[src/rtl/exc_pkg.sv]
// Shared definitions for the MEM-stage exception initiator:
// cause codes, exc_vec bit positions, FSM states and the report bundle.
package exc_pkg;

    localparam int EXC_VEC_W = 11;

    localparam logic [31:0] EXC_NONE = 32'h00;
    localparam logic [31:0] EXC_INT  = 32'h01;
    localparam logic [31:0] EXC_ADEL = 32'h04;
    localparam logic [31:0] EXC_ADES = 32'h05;
    localparam logic [31:0] EXC_SYS  = 32'h08;
    localparam logic [31:0] EXC_BP   = 32'h09;
    localparam logic [31:0] EXC_RI   = 32'h0A;
    localparam logic [31:0] EXC_OV   = 32'h0C;
    localparam logic [31:0] EXC_ERET = 32'h0E;
    localparam logic [31:0] EXC_AUX0 = 32'h10;
    localparam logic [31:0] EXC_AUX1 = 32'h11;
    localparam logic [31:0] EXC_AUX2 = 32'h12;
    localparam logic [31:0] EXC_AUX3 = 32'h13;

    localparam int V_ADEL_IF = 0;
    localparam int V_RI      = 1;
    localparam int V_OV      = 2;
    localparam int V_SYS     = 3;
    localparam int V_BRK     = 4;
    localparam int V_ERET    = 5;
    localparam int V_AUX0    = 6;
    localparam int V_AUX1    = 7;
    localparam int V_AUX2    = 8;
    localparam int V_AUX3    = 9;
    localparam int V_ADEL_LD = 10;

    localparam logic [31:0] DEF_RESET_PC   = 32'hBFC0_0000;
    localparam logic [31:0] DEF_GEN_OFS    = 32'h0000_0180;
    localparam logic [31:0] DEF_REFILL_OFS = 32'h0000_0000;

    typedef enum logic [1:0] {
        IDLE,
        WAIT,
        COMMIT
    } state_t;

    typedef struct packed {
        logic [31:0] code;
        logic [31:0] pc;
        logic        ds;
        logic [31:0] bad;
        logic [31:0] tgt;
        logic        tlb;
        logic        load;
    } rpt_t;

endpackage

[src/rtl/exc_prio_enc.sv]
// Combinational cause picker: selects the highest-priority cause and
// builds the full report (code, pc, delay slot, bad addr, target, tlb).
// Ports: exc_vec/ades/tlbmiss/load/int_pend/exl flags, pc/mem_addr/epc/ebase
// values in; any (some cause present) and rpt (report bundle) out.
module exc_prio_enc
    import exc_pkg::*;
#(
    parameter logic [31:0] GEN_OFS    = DEF_GEN_OFS,
    parameter logic [31:0] REFILL_OFS = DEF_REFILL_OFS
) (
    input  logic [EXC_VEC_W-1:0] exc_vec,
    input  logic                 ades,
    input  logic                 tlbmiss,
    input  logic                 load,
    input  logic                 int_pend,
    input  logic                 exl,
    input  logic                 in_delay_slot,
    input  logic [31:0]          pc,
    input  logic [31:0]          mem_addr,
    input  logic [31:0]          epc,
    input  logic [31:0]          ebase,
    output logic                 any,
    output rpt_t                 rpt
);

    always_comb begin
        rpt      = '0;
        rpt.pc   = pc;
        rpt.ds   = in_delay_slot;
        rpt.tgt  = ebase + GEN_OFS;
        any      = 1'b1;
        if (int_pend) begin
            rpt.code = EXC_INT;
        end else if (exc_vec[V_ADEL_IF]) begin
            rpt.code = EXC_ADEL;
            rpt.bad  = pc;
        end else if (exc_vec[V_RI]) begin
            rpt.code = EXC_RI;
        end else if (exc_vec[V_OV]) begin
            rpt.code = EXC_OV;
        end else if (exc_vec[V_SYS]) begin
            rpt.code = EXC_SYS;
        end else if (exc_vec[V_BRK]) begin
            rpt.code = EXC_BP;
        end else if (exc_vec[V_ERET]) begin
            rpt.code = EXC_ERET;
            rpt.tgt  = epc;
        end else if (exc_vec[V_AUX0]) begin
            rpt.code = EXC_AUX0;
        end else if (exc_vec[V_AUX1]) begin
            rpt.code = EXC_AUX1;
        end else if (exc_vec[V_AUX2]) begin
            rpt.code = EXC_AUX2;
        end else if (exc_vec[V_AUX3]) begin
            rpt.code = EXC_AUX3;
        end else if (exc_vec[V_ADEL_LD]) begin
            rpt.code = EXC_ADEL;
            rpt.bad  = mem_addr;
        end else if (ades) begin
            rpt.code = EXC_ADES;
            rpt.bad  = mem_addr;
        end else if (tlbmiss) begin
            // TLB miss reports type 0; CP0 keys off tlbmiss instead.
            rpt.code = EXC_NONE;
            rpt.bad  = mem_addr;
            rpt.tlb  = 1'b1;
            rpt.load = load;
            // Refill vector only when not already in exception level.
            if (!exl) begin
                rpt.tgt = ebase + REFILL_OFS;
            end
        end else begin
            any = 1'b0;
        end
    end

endmodule

[src/rtl/exc_ctrl.sv]
// MEM-stage exception initiator: captures a cause, waits out memory,
// then issues one registered report/flush/redirect cycle to CP0 and fetch.
// Ports: clk/rst_n; MEM instr info, flags, mem_busy_i, CP0 status/cause/
// epc/ebase in; CP0 report, flush_o, stall_o, new_pc_o/new_pc_valid_o out.
module exc_ctrl
    import exc_pkg::*;
#(
    parameter logic [31:0] RESET_PC   = DEF_RESET_PC,
    parameter logic [31:0] GEN_OFS    = DEF_GEN_OFS,
    parameter logic [31:0] REFILL_OFS = DEF_REFILL_OFS
) (
    input  logic                 clk,
    input  logic                 rst_n,
    input  logic                 valid_i,
    input  logic [31:0]          pc_i,
    input  logic                 in_delay_slot_i,
    input  logic [EXC_VEC_W-1:0] exc_vec_i,
    input  logic                 ades_i,
    input  logic                 tlbmiss_i,
    input  logic                 load_i,
    input  logic [31:0]          mem_addr_i,
    input  logic                 mem_busy_i,
    input  logic [31:0]          status_i,
    input  logic [31:0]          cause_i,
    input  logic [31:0]          epc_i,
    input  logic [31:0]          ebase_i,
    output logic [31:0]          exceptionType_o,
    output logic [31:0]          exceptionAddr_o,
    output logic                 in_delay_slot_o,
    output logic [31:0]          badVaddr_o,
    output logic                 tlbmiss_o,
    output logic                 load_o,
    output logic                 flush_o,
    output logic                 stall_o,
    output logic [31:0]          new_pc_o,
    output logic                 new_pc_valid_o
);

    state_t state;
    rpt_t   cur;
    rpt_t   cap;
    rpt_t   sel;
    logic   any;
    logic   int_pend;
    logic   hit;
    logic   report;
    logic   unused_bits;

    assign int_pend = (|(cause_i[15:8] & status_i[15:8]))
                    & status_i[0] & ~status_i[1];

    assign unused_bits = ^{status_i[31:16], status_i[7:2],
                           cause_i[31:16], cause_i[7:0]};

    exc_prio_enc #(
        .GEN_OFS    (GEN_OFS),
        .REFILL_OFS (REFILL_OFS)
    ) u_enc (
        .exc_vec       (exc_vec_i),
        .ades          (ades_i),
        .tlbmiss       (tlbmiss_i),
        .load          (load_i),
        .int_pend      (int_pend),
        .exl           (status_i[1]),
        .in_delay_slot (in_delay_slot_i),
        .pc            (pc_i),
        .mem_addr      (mem_addr_i),
        .epc           (epc_i),
        .ebase         (ebase_i),
        .any           (any),
        .rpt           (cur)
    );

    assign hit     = valid_i & any & (state == IDLE);
    assign stall_o = hit | (state == WAIT);

    // A hit with memory idle reports straight from the encoder;
    // after a wait the captured copy is used.
    assign sel    = (state == IDLE) ? cur : cap;
    assign report = ~mem_busy_i & (hit | (state == WAIT));

    always_ff @(posedge clk or negedge rst_n) begin
        if (!rst_n) begin
            state           <= IDLE;
            cap             <= '0;
            exceptionType_o <= '0;
            exceptionAddr_o <= '0;
            in_delay_slot_o <= 1'b0;
            badVaddr_o      <= '0;
            tlbmiss_o       <= 1'b0;
            load_o          <= 1'b0;
            flush_o         <= 1'b0;
            new_pc_o        <= RESET_PC;
            new_pc_valid_o  <= 1'b0;
        end else begin
            exceptionType_o <= '0;
            tlbmiss_o       <= 1'b0;
            load_o          <= 1'b0;
            flush_o         <= 1'b0;
            new_pc_valid_o  <= 1'b0;
            unique case (state)
                IDLE: begin
                    if (hit) begin
                        cap   <= cur;
                        state <= mem_busy_i ? WAIT : COMMIT;
                    end
                end
                WAIT: begin
                    if (!mem_busy_i) begin
                        state <= COMMIT;
                    end
                end
                COMMIT: begin
                    state <= IDLE;
                end
                default: begin
                    state <= IDLE;
                end
            endcase
            if (report) begin
                exceptionType_o <= sel.code;
                exceptionAddr_o <= sel.pc;
                in_delay_slot_o <= sel.ds;
                badVaddr_o      <= sel.bad;
                tlbmiss_o       <= sel.tlb;
                load_o          <= sel.load;
                flush_o         <= 1'b1;
                new_pc_o        <= sel.tgt;
                new_pc_valid_o  <= 1'b1;
            end
        end
    end

endmodule

[config.mk]
export PLATFORM = sky130hd
export DESIGN_NAME = exc_ctrl
export DESIGN_NICKNAME = d
export VERILOG_FILES = /design/src/rtl/exc_pkg.sv /design/src/rtl/exc_prio_enc.sv /design/src/rtl/exc_ctrl.sv
export SDC_FILE = /design/constraint.sdc
export NUM_CORES = 1
export LEC_CHECK = 0
export CORE_AREA = 5 5 164 166
export CTS_CLUSTER_DIAMETER = 60
export CTS_CLUSTER_SIZE = 20
export DETAILED_ROUTE_END_ITERATION = 6
export DIE_AREA = 0 0 169 171
export GPL_TIMING_DRIVEN = 0
export PLACE_DENSITY = 0.86
export SYNTH_ARGS = -nofsm -noshare
export SYNTH_HDL_FRONTEND = slang
export SYNTH_HIERARCHICAL = 1
export SYNTH_SLANG_ARGS = --single-unit
[constraint.sdc]
create_clock -name clk -period 3.7 [get_ports clk]
set_clock_uncertainty 0.1 [all_clocks]
set_input_delay 0.555 -clock clk [delete_from_list [all_inputs] [get_ports clk]]
set_output_delay 0.555 -clock clk [all_outputs]
set_load 0.05 [all_outputs]
After elaboration in Yosys (flattened, before gate mapping)
Cells that the tools add are included.
- output and inout port bits: 134
- register bits: 265
- input port bits: 211
- add/subtract/negate cells: 1
- reduce and logical (&&, ||, !) cells: 4
- bitwise logic cells: 9
- eq/ne operators: 3
- multiplexer cells: 56
- operators with widths (operator ; number):
    two-way mux 66 bit ; 10
    two-way mux 32 bit ; 19
    two-way mux 131 bit ; 1
    two-way mux 34 bit ; 3
    adder 32 x 9 -> 32 bit, second input constant ; 1
    two-way mux 1 bit ; 17
    bitwise AND 8 bit ; 1
    two-way mux 2 bit ; 4
    OR reduction 8 bit ; 1
    bitwise AND 1 bit ; 5
    inequality test 2 bit, second input constant ; 2
    one-hot mux 2 bit (2 select lines) ; 1
    AND reduction 2 bit ; 2
    two-way mux 3 bit ; 1
    equality test 2 x 1 -> 1 bit, second input constant ; 1
    zero test 2 bit ; 1
    NOT 1 bit ; 2
    OR 1 bit ; 1

Logic depth before layout (Yosys ltp)
- word-level depth: 19
- depth in mapped cells: 14
- depth with buffers taken out: 10

Hierarchy
Netlist, hierarchy kept.
- by module, submodules not included (module ; times used ; cells an instance ; area each (µm²) ; sequential area each (µm²)):
    exc_ctrl ; 1 ; 755 ; 11145.7 ; 6642.6
    exc_prio_enc ; 1 ; 374 ; 2262.2 ; 0.0

Worst setup path after synthesis
No wires, ideal clock.
- path kind: input-to-reg
- start: input cause_i[9]
- end: register exceptionAddr_o[28]
- stages on the path: 14
- path slack: 527 ps
- required time: 3473 ps
- setup time: 127 ps
- arrival time: 2946 ps
- cells stage by stage: a22o_1 > a221oi_1 > a311oi_1 > clkbuf_1 > nor2_1 > nand3_1 > or3_1 > a21oi_1 > or3_1 > buf_4 > inv_4 > buf_6 > buf_8 > mux2_1
- longest elaborated chain between the ends: 9
- ends and longest elaborated chain (what ; line ; text):
    from (decl) ; exc_ctrl.sv:24 ; input logic [31:0] cause_i,
    bitwise AND 8 bit ; exc_ctrl.sv:49 ; assign int_pend = (|(cause_i[15:8] & status_i[15:8]))
    OR reduction 8 bit ; exc_ctrl.sv:49 ;
    bitwise AND 1 bit (2 in series) ; exc_ctrl.sv:50 ; & status_i[0] & ~status_i[1];
    named net int_pend ; exc_ctrl.sv:44 ; logic int_pend;
    two-way mux 1 bit ; exc_prio_enc.sv:32 ; if (int_pend) begin
    named net any ; exc_ctrl.sv:43 ; logic any;
    bitwise AND 1 bit (2 in series) ; exc_ctrl.sv:74 ; assign hit = valid_i & any & (state == IDLE);
    OR 1 bit ; exc_ctrl.sv:80 ; assign report = ~mem_busy_i & (hit | (state == WAIT));
    bitwise AND 1 bit ; exc_ctrl.sv:80 ;
    named net report ; exc_ctrl.sv:46 ; logic report;
    to (signal assigned) ; exc_ctrl.sv:122 ; exceptionAddr_o <= sel.pc;
    to (decl) ; exc_ctrl.sv:28 ; output logic [31:0] exceptionAddr_o,
The timed path passes the listed nets, and every way through them passes these cells.
A chain may end at the register's enable or synchronous reset.

==> flow_summary_export.csv <==
group,metric,value,unit
timing,setup_tns,0,ns
cells_and_area,layout-drive-gt1-share,27.0,%
synthesis,yosysTopAreaCellShare,47.8,%
timing,holdWs,0.189,ns
die,io_pins,345,
flow_run,maxCapViolations,0,
critical_path,crit_buf_inv,4,
grt,antenna_found_initial,3,
cells_and_area,nets,1686,
critical_path,required,3.99,ns
die,rows,59,
placed_design,dp.cells,1786,
synthesis,ys.flop_type,"dfrtp_1",
die,die_y,171,um
timing,min_period,3.58,ns
route,via_per_inst,5.49,
grt,track_usage,25.3,%
critical_path,crit_family,"buffers and inverters",
timing,slew_headroom,40.7,%
die,start_util,52.6,%
critical_path,cp-start-kind,"primary input",
synthesis,synth-seq-cells,265,
critical_path,crit_slowest_cell,"clkdlybuf4s50_1",
cells_and_area,finalNonFillerCells,1822,
route,firstDrtPassIters,5,
grt,grt_pass1_vias,10583,
cells_and_area,final_cell_area,0.0177,mm^2
synthesis,yosysSeqAreaShare,49.5,%
power_and_ir_drop,powerDensity,547,mW/mm^2
placed_design,port_buffers,294,
route,postRouteAntennaNets,0,
synthesis,synth_area_leaders,"dfrtp_1 (48%), mux2_2 (18%), mux2_1 (8.3%)",
placed_design,placed_area,0.0169,mm^2
timing,rsz0062_at_grt,"yes",
power_and_ir_drop,p_leak,7.65,nW
clock_tree,clkSinkCount,265,
clock_tree,clockRootBuffer,"clkbuf_16",
timing,period_share,96.7,%
synthesis,synth_top_area_cell,"dfrtp_1",
outcome,outcome,"completed",
critical_path,crit_chain,"clkdlybuf4s50_1 -> a22o_1 -> a221oi_2 -> a311oi_1 -> clkbuf_8 -> nor2_4 -> buf_4 -> nand2_1 -> buf_1 -> o21ai_0 -> a221oi_1 -> a311oi_1 -> mux2_2 -> mux2_2",
grt,overflow,0,
critical_path,crit_path_max_incr_delay,0.49,ns
clock_tree,cts_tree,"built",
route,drt_iter0_markers,763,
die,core_area,0.0255,mm^2
placed_design,gp_congestion,0.897,
clock_tree,clkTransAtPathRegs,0.08,ns
worst_hold_path,worst_hold_path_type,"primary input to flip-flop",
clock_tree,clk_path_buf_depth,3,
synthesis,synth_warnings,6,
grt,grt_first_pass_wirelength,58300,um
clock_tree,cts_inserted_buffers,20,
timing,tightest_slew,0.890,ns
die,die_w,169,um
critical_path,crit_fanout,10,
clock_tree,clk_latency,0.51,ns
route,wl,37200,um
synthesis,synth_cell_types,59,
grt,grt_max_degree,103,
critical_path,critPathArrivalTime,3.87,ns
synthesis,syn-cell-area,0.0134,mm^2
power_and_ir_drop,total_power,0.00965,W
die,dieArea,0.0289,mm^2
timing,finalHoldViolations,0,
critical_path,path_class,"primary input to flip-flop",
synthesis,synth-edff-count,0,
synthesis,synthCells,1129,
synthesis,ys_async_sr_fraction,100,%
cells_and_area,fillers,1865,
timing,finalSetupViolCount,0,
power_and_ir_drop,vdd_drop_max,0.489,mV
placed_design,dp_hpwl,28400,um
route,wl_per_cell,20.4,um
clock_tree,cts_htree_levels,1,
timing,slew_viol_final,0,
timing,fmax,0.280,GHz
critical_path,cp-end-kind,"flip-flop",
route,vias,10000,
synthesis,syn_area_per_cell,11.9,um^2
cells_and_area,syn_to_final_growth,31.7,%
route,route.detailed.drc,0,
through the flow:
step / utilization, % / worst slack, ns
3_5_place_dp: 66.5 / -0.916
5_1_grt: 69.3 / -0.0327
4_1_cts: 69.2 / 0.0452
2_1_floorplan: - / 0.527
3_3_place_gp: 66.2 / -9.19
6_report: 69.3 / 0.122
routing by layer:
layer	global-route usage (%)	wire [um]	vias to the layer above
met5	0	27	-
met4	8.86	1370	4
met3	5.04	2270	81
met2	42.5	18300	301
met1	33.1	15300	4975
li1	-	-	4639
layout make-up:
type                            count  area [um^2]  area share (%)
Tap cell                          335          419            2.37
Timing Repair Buffer              298         3020            17.1
Clock buffer                       22          529            3.00
Antenna cell                        1         2.50          0.0142
Multi-Input combinational cell    745         5980            33.9
Sequential cell                   265         6640            37.6
Clock inverter                     12          151           0.857
Buffer                            133          875            4.95
Inverter                           11         43.8           0.248
cells in the mapped netlist, drive strengths merged (2+ instances only):
| cell type | instances |
|---|---|
| inv | 10 |
| nor4 | 4 |
| or3 | 7 |
| nand3 | 14 |
| nor2 | 71 |
| dfstp | 9 |
| a21oi | 48 |
| a31oi | 4 |
| and3 | 4 |
| a311oi | 13 |
| and4 | 3 |
| o21ai | 11 |
| a221o | 3 |
| a22oi | 34 |
| nand2 | 100 |
| a21o | 2 |
| o22ai | 2 |
| o31a | 2 |
| mux2 | 325 |
| o21a | 5 |
| dfrtp | 256 |
| o31ai | 2 |
| and2 | 4 |
| a211oi | 6 |
| nor3 | 14 |
| o211a | 2 |
| a21boi | 3 |
| a221oi | 9 |
| clkbuf | 27 |
| or4 | 3 |
| o21bai | 3 |
| nand4 | 4 |
| buf | 107 |
| or2 | 5 |
layout by cell type, fill, tap and decap left out, types with 21 or more instances in the layout:
cell type,count
nand2_1,100
buf_2,22
buf_4,83
clkbuf_1,25
a22oi_1,34
dfrtp_1,256
conb_1,27
mux2_2,220
mux2_1,99
clkbuf_16,21
nor2_1,70
clkdlybuf4s50_1,292
a21oi_1,47
kinds of logic after synthesis:
family,after synthesis,synth area share [%]
buffers and inverters,145,6.80
other,1,0.0280
muxes,325,27.5
and+or+nand+nor,236,8.08
DFF,265,49.5
adders and majority gates,1,0.0933
AOI/OAI and AO/OA,156,7.99
path summary, 6_finish.rpt:
check | start | end | slack (ns) | depth (start not counted)
max reg2reg | state[1] | exceptionAddr_o[28] | 1.41 | 5
max in group asynchronous | rst_n | cap[20] | 2.08 | 3
min reg2reg | cap[72] | cap[72] | 0.38 | 1
min | in_delay_slot_i | cap[66] | 0.19 | 2
min in group asynchronous | rst_n | cap[82] | 0.51 | 2
max | cause_i[13] | new_pc_o[30] | 0.12 | 14
sequential cells by signal (all words and copies together) (netlist names):
signal and cells:
tlbmiss_o 1, exceptionAddr_o 32, cap 131, load_o 1, new_pc_valid_o 1, badVaddr_o 32
exceptionType_o 32, new_pc_o 32, in_delay_slot_o 1, state 2
where the power goes:
group / leakage, nW / internal, W / switching (W)
clock network: 0.328 / 0.00121 / 0.00109
logic: 4.06 / 0.00146 / 0.00207
registers: 3.26 / 0.00351 / 0.000320
total: 7.65 / 0.00618 / 0.00348
what timing repair did:
action / in CTS / in global routing
setup endpoints to repair: 187 / 1
hold endpoints to repair: 81 / 0
hold buffers: 1 / 0
buffers inserted: 0 / 1
pin swaps: 0 / 1
gates resized for setup: 11 / 5
Note: power is estimated with default switching activity, not from simulation.
